[config.mk]
export PLATFORM = sky130hd
export DESIGN_NAME = back_vram_arbiter
export DESIGN_NICKNAME = d
export VERILOG_FILES = /design/src/rtl/vram_pkg.sv /design/src/rtl/strobe_timer.sv /design/src/rtl/back_vram_arbiter.sv
export SDC_FILE = /design/constraint.sdc
export NUM_CORES = 1
export LEC_CHECK = 0
export ABC_AREA = 0
export CORE_AREA = 8 8 82 84
export DETAILED_ROUTE_END_ITERATION = 10
export DIE_AREA = 0 0 90 92
export HOLD_SLACK_MARGIN = 0.06
export PLACE_DENSITY = 0.87
export REMOVE_ABC_BUFFERS = 1
export SLEW_MARGIN = 30
export SYNTH_ARGS = -nofsm -noshare
export SYNTH_HDL_FRONTEND = slang
export SYNTH_SLANG_ARGS = --single-unit
[constraint.sdc]
create_clock -name clk -period 2.03 [get_ports clk]
set_clock_uncertainty 0.15 [all_clocks]
set_input_delay 0.5075 -clock clk [delete_from_list [all_inputs] [get_ports clk]]
set_output_delay 0.5075 -clock clk [all_outputs]
set_load 0.1 [all_outputs]
[src/rtl/vram_pkg.sv]
// vram_pkg: shared widths, timing defaults and FSM encoding for the back VRAM arbiter
package vram_pkg;
  localparam int VRAM_AW = 13;
  localparam int VRAM_DW = 8;
  localparam int DEF_ACCESS_CYCLES = 2;
  localparam int DEF_MAX_BURST = 8;
  localparam logic [2:0] IDLE     = 3'd0;
  localparam logic [2:0] RD_PULSE = 3'd1;
  localparam logic [2:0] RD_DONE  = 3'd2;
  localparam logic [2:0] WR_SETUP = 3'd3;
  localparam logic [2:0] WR_PULSE = 3'd4;
  localparam logic [2:0] WR_HOLD  = 3'd5;
  typedef enum logic {OWN_CPY = 1'b0, OWN_CPU = 1'b1} owner_t;
  function automatic logic [7:0] sat_inc(input logic [7:0] v, input logic [7:0] lim);
    return (v >= lim) ? lim : v + 8'd1;
  endfunction
endpackage

[src/rtl/strobe_timer.sv]
// strobe_timer: down-counter timing the SRAM strobe width; done marks the last strobe cycle
module strobe_timer (
  input  logic       clk,
  input  logic       clr_n,
  input  logic       load,
  input  logic [3:0] load_val,
  output logic       done
);
  logic [3:0] cnt;
  always_ff @(posedge clk)
    if (!clr_n) cnt <= '0;
    else if (load) cnt <= load_val;
    else if (cnt != 4'd0) cnt <= cnt - 4'd1;
  assign done = cnt == 4'd1;
endmodule

[src/rtl/back_vram_arbiter.sv]
// back_vram_arbiter: shares the back VRAM SRAM between the CPU and the buffer copier
module back_vram_arbiter
  import vram_pkg::*;
#(
  parameter int ACCESS_CYCLES = DEF_ACCESS_CYCLES,
  parameter int MAX_BURST     = DEF_MAX_BURST
) (
  input  logic                clk,
  input  logic                rst_n,
  input  logic                cpu_req,
  input  logic                cpu_we,
  input  logic [VRAM_AW-1:0]  cpu_addr,
  input  logic [VRAM_DW-1:0]  cpu_wdata,
  output logic                cpu_ack,
  output logic [VRAM_DW-1:0]  cpu_rdata,
  input  logic                cpy_req,
  input  logic [VRAM_AW-1:0]  cpy_addr,
  output logic                cpy_ack,
  output logic [VRAM_DW-1:0]  cpy_rdata,
  output logic [VRAM_AW-1:0]  vram_addr,
  output logic [VRAM_DW-1:0]  vram_dout,
  output logic                vram_dout_oe,
  input  logic [VRAM_DW-1:0]  vram_din,
  output logic                vram_rd_low,
  output logic                vram_wr_low,
  output logic                busy
);
  localparam logic [7:0] MB = 8'(MAX_BURST);
  localparam logic [3:0] AC = 4'(ACCESS_CYCLES);
  logic [2:0] state;
  logic [7:0] burst_cnt;
  owner_t     owner;
  logic       grant_cpy, grant_cpu, load, done;
  // the copier wins ties until its burst allowance is spent, so the CPU is never starved
  always_comb begin
    grant_cpy = state == IDLE && cpy_req && !(cpu_req && burst_cnt == MB);
    grant_cpu = state == IDLE && cpu_req && !grant_cpy;
    load      = grant_cpy || (grant_cpu && !cpu_we) || state == WR_SETUP;
  end
  strobe_timer u_timer (
    .clk      (clk),
    .clr_n    (rst_n),
    .load     (load),
    .load_val (AC),
    .done     (done)
  );
  always_ff @(posedge clk)
    if (!rst_n) begin
      state     <= IDLE;
      burst_cnt <= '0;
      owner     <= OWN_CPY;
      vram_addr <= '0;
      vram_dout <= '0;
      cpu_rdata <= '0;
      cpy_rdata <= '0;
    end else begin
      case (state)
        IDLE:
          if (grant_cpy) begin
            state     <= RD_PULSE;
            owner     <= OWN_CPY;
            vram_addr <= cpy_addr;
            burst_cnt <= sat_inc(burst_cnt, MB);
          end else if (grant_cpu) begin
            state     <= cpu_we ? WR_SETUP : RD_PULSE;
            owner     <= OWN_CPU;
            vram_addr <= cpu_addr;
            burst_cnt <= '0;
            if (cpu_we) vram_dout <= cpu_wdata;
          end else if (!cpy_req) burst_cnt <= '0;
        RD_PULSE:
          if (done) begin
            state <= RD_DONE;
            if (owner == OWN_CPU) cpu_rdata <= vram_din;
            else cpy_rdata <= vram_din;
          end
        WR_SETUP: state <= WR_PULSE;
        WR_PULSE: if (done) state <= WR_HOLD;
        default:  state <= IDLE;
      endcase
    end
  assign busy         = state != IDLE;
  assign vram_rd_low  = state != RD_PULSE;
  assign vram_wr_low  = state != WR_PULSE;
  assign vram_dout_oe = state == WR_SETUP || state == WR_PULSE || state == WR_HOLD;
  assign cpu_ack      = state == WR_HOLD || (state == RD_DONE && owner == OWN_CPU);
  assign cpy_ack      = state == RD_DONE && owner == OWN_CPY;
endmodule

After elaboration in Yosys (flattened, before gate mapping)
Cells that the tools add are included.
- output and inout port bits: 43
- bits in registers: 53
- logic and storage cells: 72
- input bits: 47
- reductions and logical operators: 28
- $add $sub $neg: 2
- bitwise logic cells: 3
- multiplexer cells: 16
- equality and inequality tests: 13
- $lt $le $gt $ge: 1
- operators with widths (kind ; number):
    $mux W8 ; 4
    $mux W13 ; 2
    $mux W3 ; 4
    $pmux W3 S4 ; 1
    $reduce_and A3 Y1 ; 3
    $add A8 B1 Y8 const B ; 1
    $eq A8 B4 Y1 const B ; 1
    $ge A8 B4 Y1 const B ; 1
    $logic_and A1 B1 Y1 ; 8
    $eq A3 B2 Y1 const B ; 2
    $eq A3 B3 Y1 const B ; 2
    $mux W2 ; 3
    $ne A3 B1 Y1 const B ; 2
    $ne A3 B3 Y1 const B ; 2
    $logic_or A1 B1 Y1 ; 5
    $eq A4 B1 Y1 const B ; 1
    $ne A2 B2 Y1 const B ; 2
    $reduce_and A2 Y1 ; 2
    $reduce_and A4 Y1 ; 1
    $reduce_bool A2 Y1 ; 2
    $reduce_bool A4 Y1 ; 1
    $sub A4 B1 Y4 const B ; 1
    $eq A3 B1 Y1 const B ; 1
    $logic_not A1 Y1 ; 3
    other kinds (5) ; 8

Logic depth before layout (Yosys ltp)
- depth after elaboration: 10
- gate-level depth with buffers: 7
- gate-level depth less buffers: 6

By module
Synthesis repeated with hierarchy kept, for this count alone.
- cells, all modules: 266
- area, all modules: 2338.5 µm²
- modules (own cells, without submodules) (module ; area each (µm²) ; seq. area each (µm²) ; instances ; cells an instance):
    back_vram_arbiter ; 2087.0 ; 980.9 ; 1 ; 239
    strobe_timer ; 251.5 ; 80.1 ; 1 ; 27

Worst setup path after synthesis
OpenSTA, ideal clock, no wires.
- path kind: flip-flop to output port
- from: reg state[2]
- to: out vram_dout_oe
- stages on the path, launching flop included: 3
- slack: -1256 ps
- path buffers: 0
- required time: 1372 ps
- arrival time: 2628 ps
- cells stage by stage: dfxtp_1 > inv_1 > o21ai_0
- word-level cells in the longest chain between the ends: 3
- elaborated cells on any way between the ends: 5
- classes of those cells: eq/ne (3); reduce/logical (2)
- ends and longest elaborated chain (item ; line ; RTL):
    from (decl) ; back_vram_arbiter.sv:30 ; logic [2:0] state;
    from (signal assigned) ; back_vram_arbiter.sv:65 ; state <= cpu_we ? WR_SETUP : RD_PULSE;
    $eq A3 B2 Y1 / $eq A3 B3 Y1 (equally long branches) ; back_vram_arbiter.sv:85 ; assign vram_dout_oe = state == WR_SETUP || state == WR_PULSE || state == WR_HOLD;
    $logic_or A1 B1 Y1 ; back_vram_arbiter.sv:85 ;
    $logic_or A1 B1 Y1 (*) ; back_vram_arbiter.sv:85 ;
    to (decl) ; back_vram_arbiter.sv:22 ; output logic vram_dout_oe,
Every way passes the cells marked *; elsewhere a longest branch is shown, timed or not.

Final worst setup path
- from: reg state[0]
- to: out cpy_ack
- word-level cells in the longest chain between the ends: 2
- ends and longest elaborated chain (item ; line ; RTL):
    $eq A3 B2 Y1 ; back_vram_arbiter.sv:87 ; assign cpy_ack = state == RD_DONE && owner == OWN_CPY;
    $logic_and A1 B1 Y1 ; back_vram_arbiter.sv:87 ;
    to (decl) ; back_vram_arbiter.sv:18 ; output logic cpy_ack,
Every way passes these cells.

==> metrics.cfg <==
[placement]
dpl.hpwl_um = 5170
port_buffers = 89
routabilityCongestion = 0.766
placed_area_mm2 = 0.00364

[routing]
wl_per_cell_um = 15.4
post-route-drc-count = 0
vias_per_cell = 5.05
ant_nets = 0
drt_iter0_drc = 212
drt_wl_total_um = 6480
vias = 2133
drt_first_pass_iters = 4

[power]
clkPwrFrac_pct = 23.5
combinationalPowerShare_pct = 30.8
p_leak_nw = 1.45
power.density_mw_per_mm2 = 660
peakVddDrop_uv = 459
switching_share_pct = 34.4
p_int_mw = 1.63
seqPwrFrac_pct = 45.7
switchingPower_uw = 856

[logic_synthesis]
synth.distinct_cells = 42
syn_avg_cell_area_um2 = 8.70
synth.top_cell.area_share_pct = 47.5
syn_area_mm2 = 0.00223
synthFlopType = dfxtp_1
synth_edf_count = 0
synth-seq-cells = 53
synthTopCellsByCount = 65 x nand2_1, 53 x dfxtp_1, 24 x o21ai_0
synth_area_leaders = dfxtp_1 47%, nand2_1 11%, mux2i_1 7.2%
synthArstFlopShare_pct = 0
yosysMostFrequentCell = nand2_1
synth-seq-area-share_pct = 47.5
synth_top_area_cell = dfxtp_1
ys_warn_count = 0
netlist_instances = 257

[clock_network]
cts.htree.levels = 2
ctsRootBufferMaster = clkbuf_8
clkTransAtPathRegs_ps = 90
postCtsHoldBufs = 0
clk_path_buf_depth = 2
clkLatencyLatePin_ps = 300
clock_sinks = 53
cts_tree = built
cts_buffers = 5

[sta]
finalCritPeriodShare_pct = 98.6
fin_crit_ps = 2000
max_slew_margin_pct = 70.1
fmax_mhz = 500
report.final.hold_viol_count = 0
timing.hold.ws_ps = 339
drv_slew = 0
setup_viol = 0
tightest_slew_ps = 448

[setup_path]
cpPeakStageDelay_ps = 390
reg2reg_slack_ps = 190
worstPathMaxFanout = 9
crit_type = reg -> out
worstPathArrival_ps = 1340
crit_path_top_delay_cell = dfxtp_2
rr_endpoint = vram_dout[2]
cp_cell_sequence = nor2_2, nand2_1, nor2_2, buf_12
start_kind = register
r2r-start = burst_cnt[4]
setup.worst_path.end_class = primary output
critPathMostFrequentCell = nor2_2
r2r_cells = 4
required_ps = 1370

[run]
max_cap_violations = 0

[cells_and_area]
drive_gt1_share_pct = 24.0
areaGrowthSynthToFinish_pct = 68.9
n_fill_cell = 433
final_util_pct = 69.8
nNetsFinal = 398
n_antenna_cell = 0
final_area_mm2 = 0.00377

[floorplanning]
initial_utilization_pct = 41.3
io-pin-count = 90
die_x_um = 90
core_area_mm2 = 0.00541
rows = 27
die-height_um = 92
die_area_mm2 = 0.00828

[worst_hold_path]
hp-class = reg -> reg
min_path_cells = 1
hold-path-endpoint = burst_cnt[6]
min_from = burst_cnt[6]

[outcome]
status = complete, no violations

[global_route]
antenna_found_initial = 0
track_usage_pct = 15.7
grt_pass1_vias = 2237
grt_overflow = 0
grt_max_degree = 27
grt_pass1_wl_um = 10700

[final cells by class]
cell class	count	area (um2)	share of cell area, %
clock buffer	6	72.6	1.92
clock inverter	2	15.0	0.398
inverter	6	22.5	0.597
multi-input combinational	183	1100	29.0
sequential	53	1070	28.3
tap	72	90.1	2.39
timing repair buffer	100	1410	37.4
[per-stage QoR]
stage	TNS (ps)	setup WS, ps	power, mW	cells
final	0	28.6	2.49	422
after global placement	-1260	-75.6	1.91	412
after detailed placement	-2690	-172	1.92	412
after CTS	0	9.02	2.51	421
after floorplan	-1740	-1260	1.56	242
after global routing	-87.6	-65.6	2.61	422
[layer usage]
metal / track usage (%) / routed length [um] / part of all wire [%] / vias to the layer above
li1: - / - / - / 1074
met1: 16.4 / 2530 / 39 / 970
met2: 28.4 / 3390 / 52 / 85
met3: 6.85 / 540 / 8.3 / 4
met4: 3.74 / 31 / 0.48 / 0
met5: 0 / 0 / 0 / -
[state kept, by name, indices dropped and copies added, names as in the netlist]
| signal | count |
|---|---|
| cpy_rdata | 8 |
| owner | 1 |
| cpu_rdata | 8 |
| vram_addr | 13 |
| vram_dout | 8 |
| burst_cnt | 8 |
| state | 3 |
| u_timer.cnt | 4 |
[power by group through the flow]
stage | clock network [mW] | registers [mW] | logic [mW]
floorplan | 0 | 1.39 | 0.174
global placement | 0 | 1.16 | 0.749
detailed placement | 0 | 1.16 | 0.761
CTS | 0.605 | 1.14 | 0.766
global route | 0.655 | 1.14 | 0.806
finish | 0.586 | 1.14 | 0.766
[worst max-delay path, delay by kind of cell (launching register included)]
kind	cells	cell delay [ps]
buf+inv	1	200
flops	1	390
simple gates	3	440
[how the worst max path moves through the flow]
stage | from | endpoint | slack [ps] | cells past startpoint
after floorplan | state[2] | vram_dout_oe | -1260 | 2
after global placement | cpu_req | vram_dout[5] | -80 | 5
after detailed placement | cpu_req | vram_dout[2] | -170 | 5
after CTS | state[2] | vram_wr_low | 9 | 3
after global routing | state[0] | cpy_ack | -70 | 4
final | state[0] | cpy_ack | 30 | 4
[layout by cell type, fill, tap and decap left out, drive strengths merged, types with 2 or more instances in the layout]
| cell | instances |
|---|---|
| nor3 | 3 |
| nor3b | 3 |
| o21ai | 25 |
| buf | 55 |
| nand3b | 2 |
| and3 | 4 |
| nand2 | 65 |
| nor2 | 9 |
| inv | 5 |
| a21oi | 7 |
| mux2i | 16 |
| clkbuf | 6 |
| clkinvlp | 2 |
| nand3 | 15 |
| a31oi | 15 |
| clkdlybuf4s50 | 45 |
| ha | 2 |
| or2 | 2 |
| dfxtp | 53 |
| nand4b | 2 |
| o21a | 2 |
[repair_timing]
action / 4_1_cts / 5_1_grt
hold endpoints to repair: 0 / 0
endpoints found under the setup margin: 5 / 4
gates resized for setup: 5 / 6
pin swaps: 1 / 0
buffers inserted: 1 / 1
[cells by family after synthesis]
| family | synth area share (%) |
|---|---|
| compound gates | 15.2 |
| flops | 47.5 |
| buf+inv | 4.42 |
| simple gates | 24.6 |
| mux | 7.17 |
| fa+ha+maj | 1.12 |
Power figures use the tool's default switching activity.
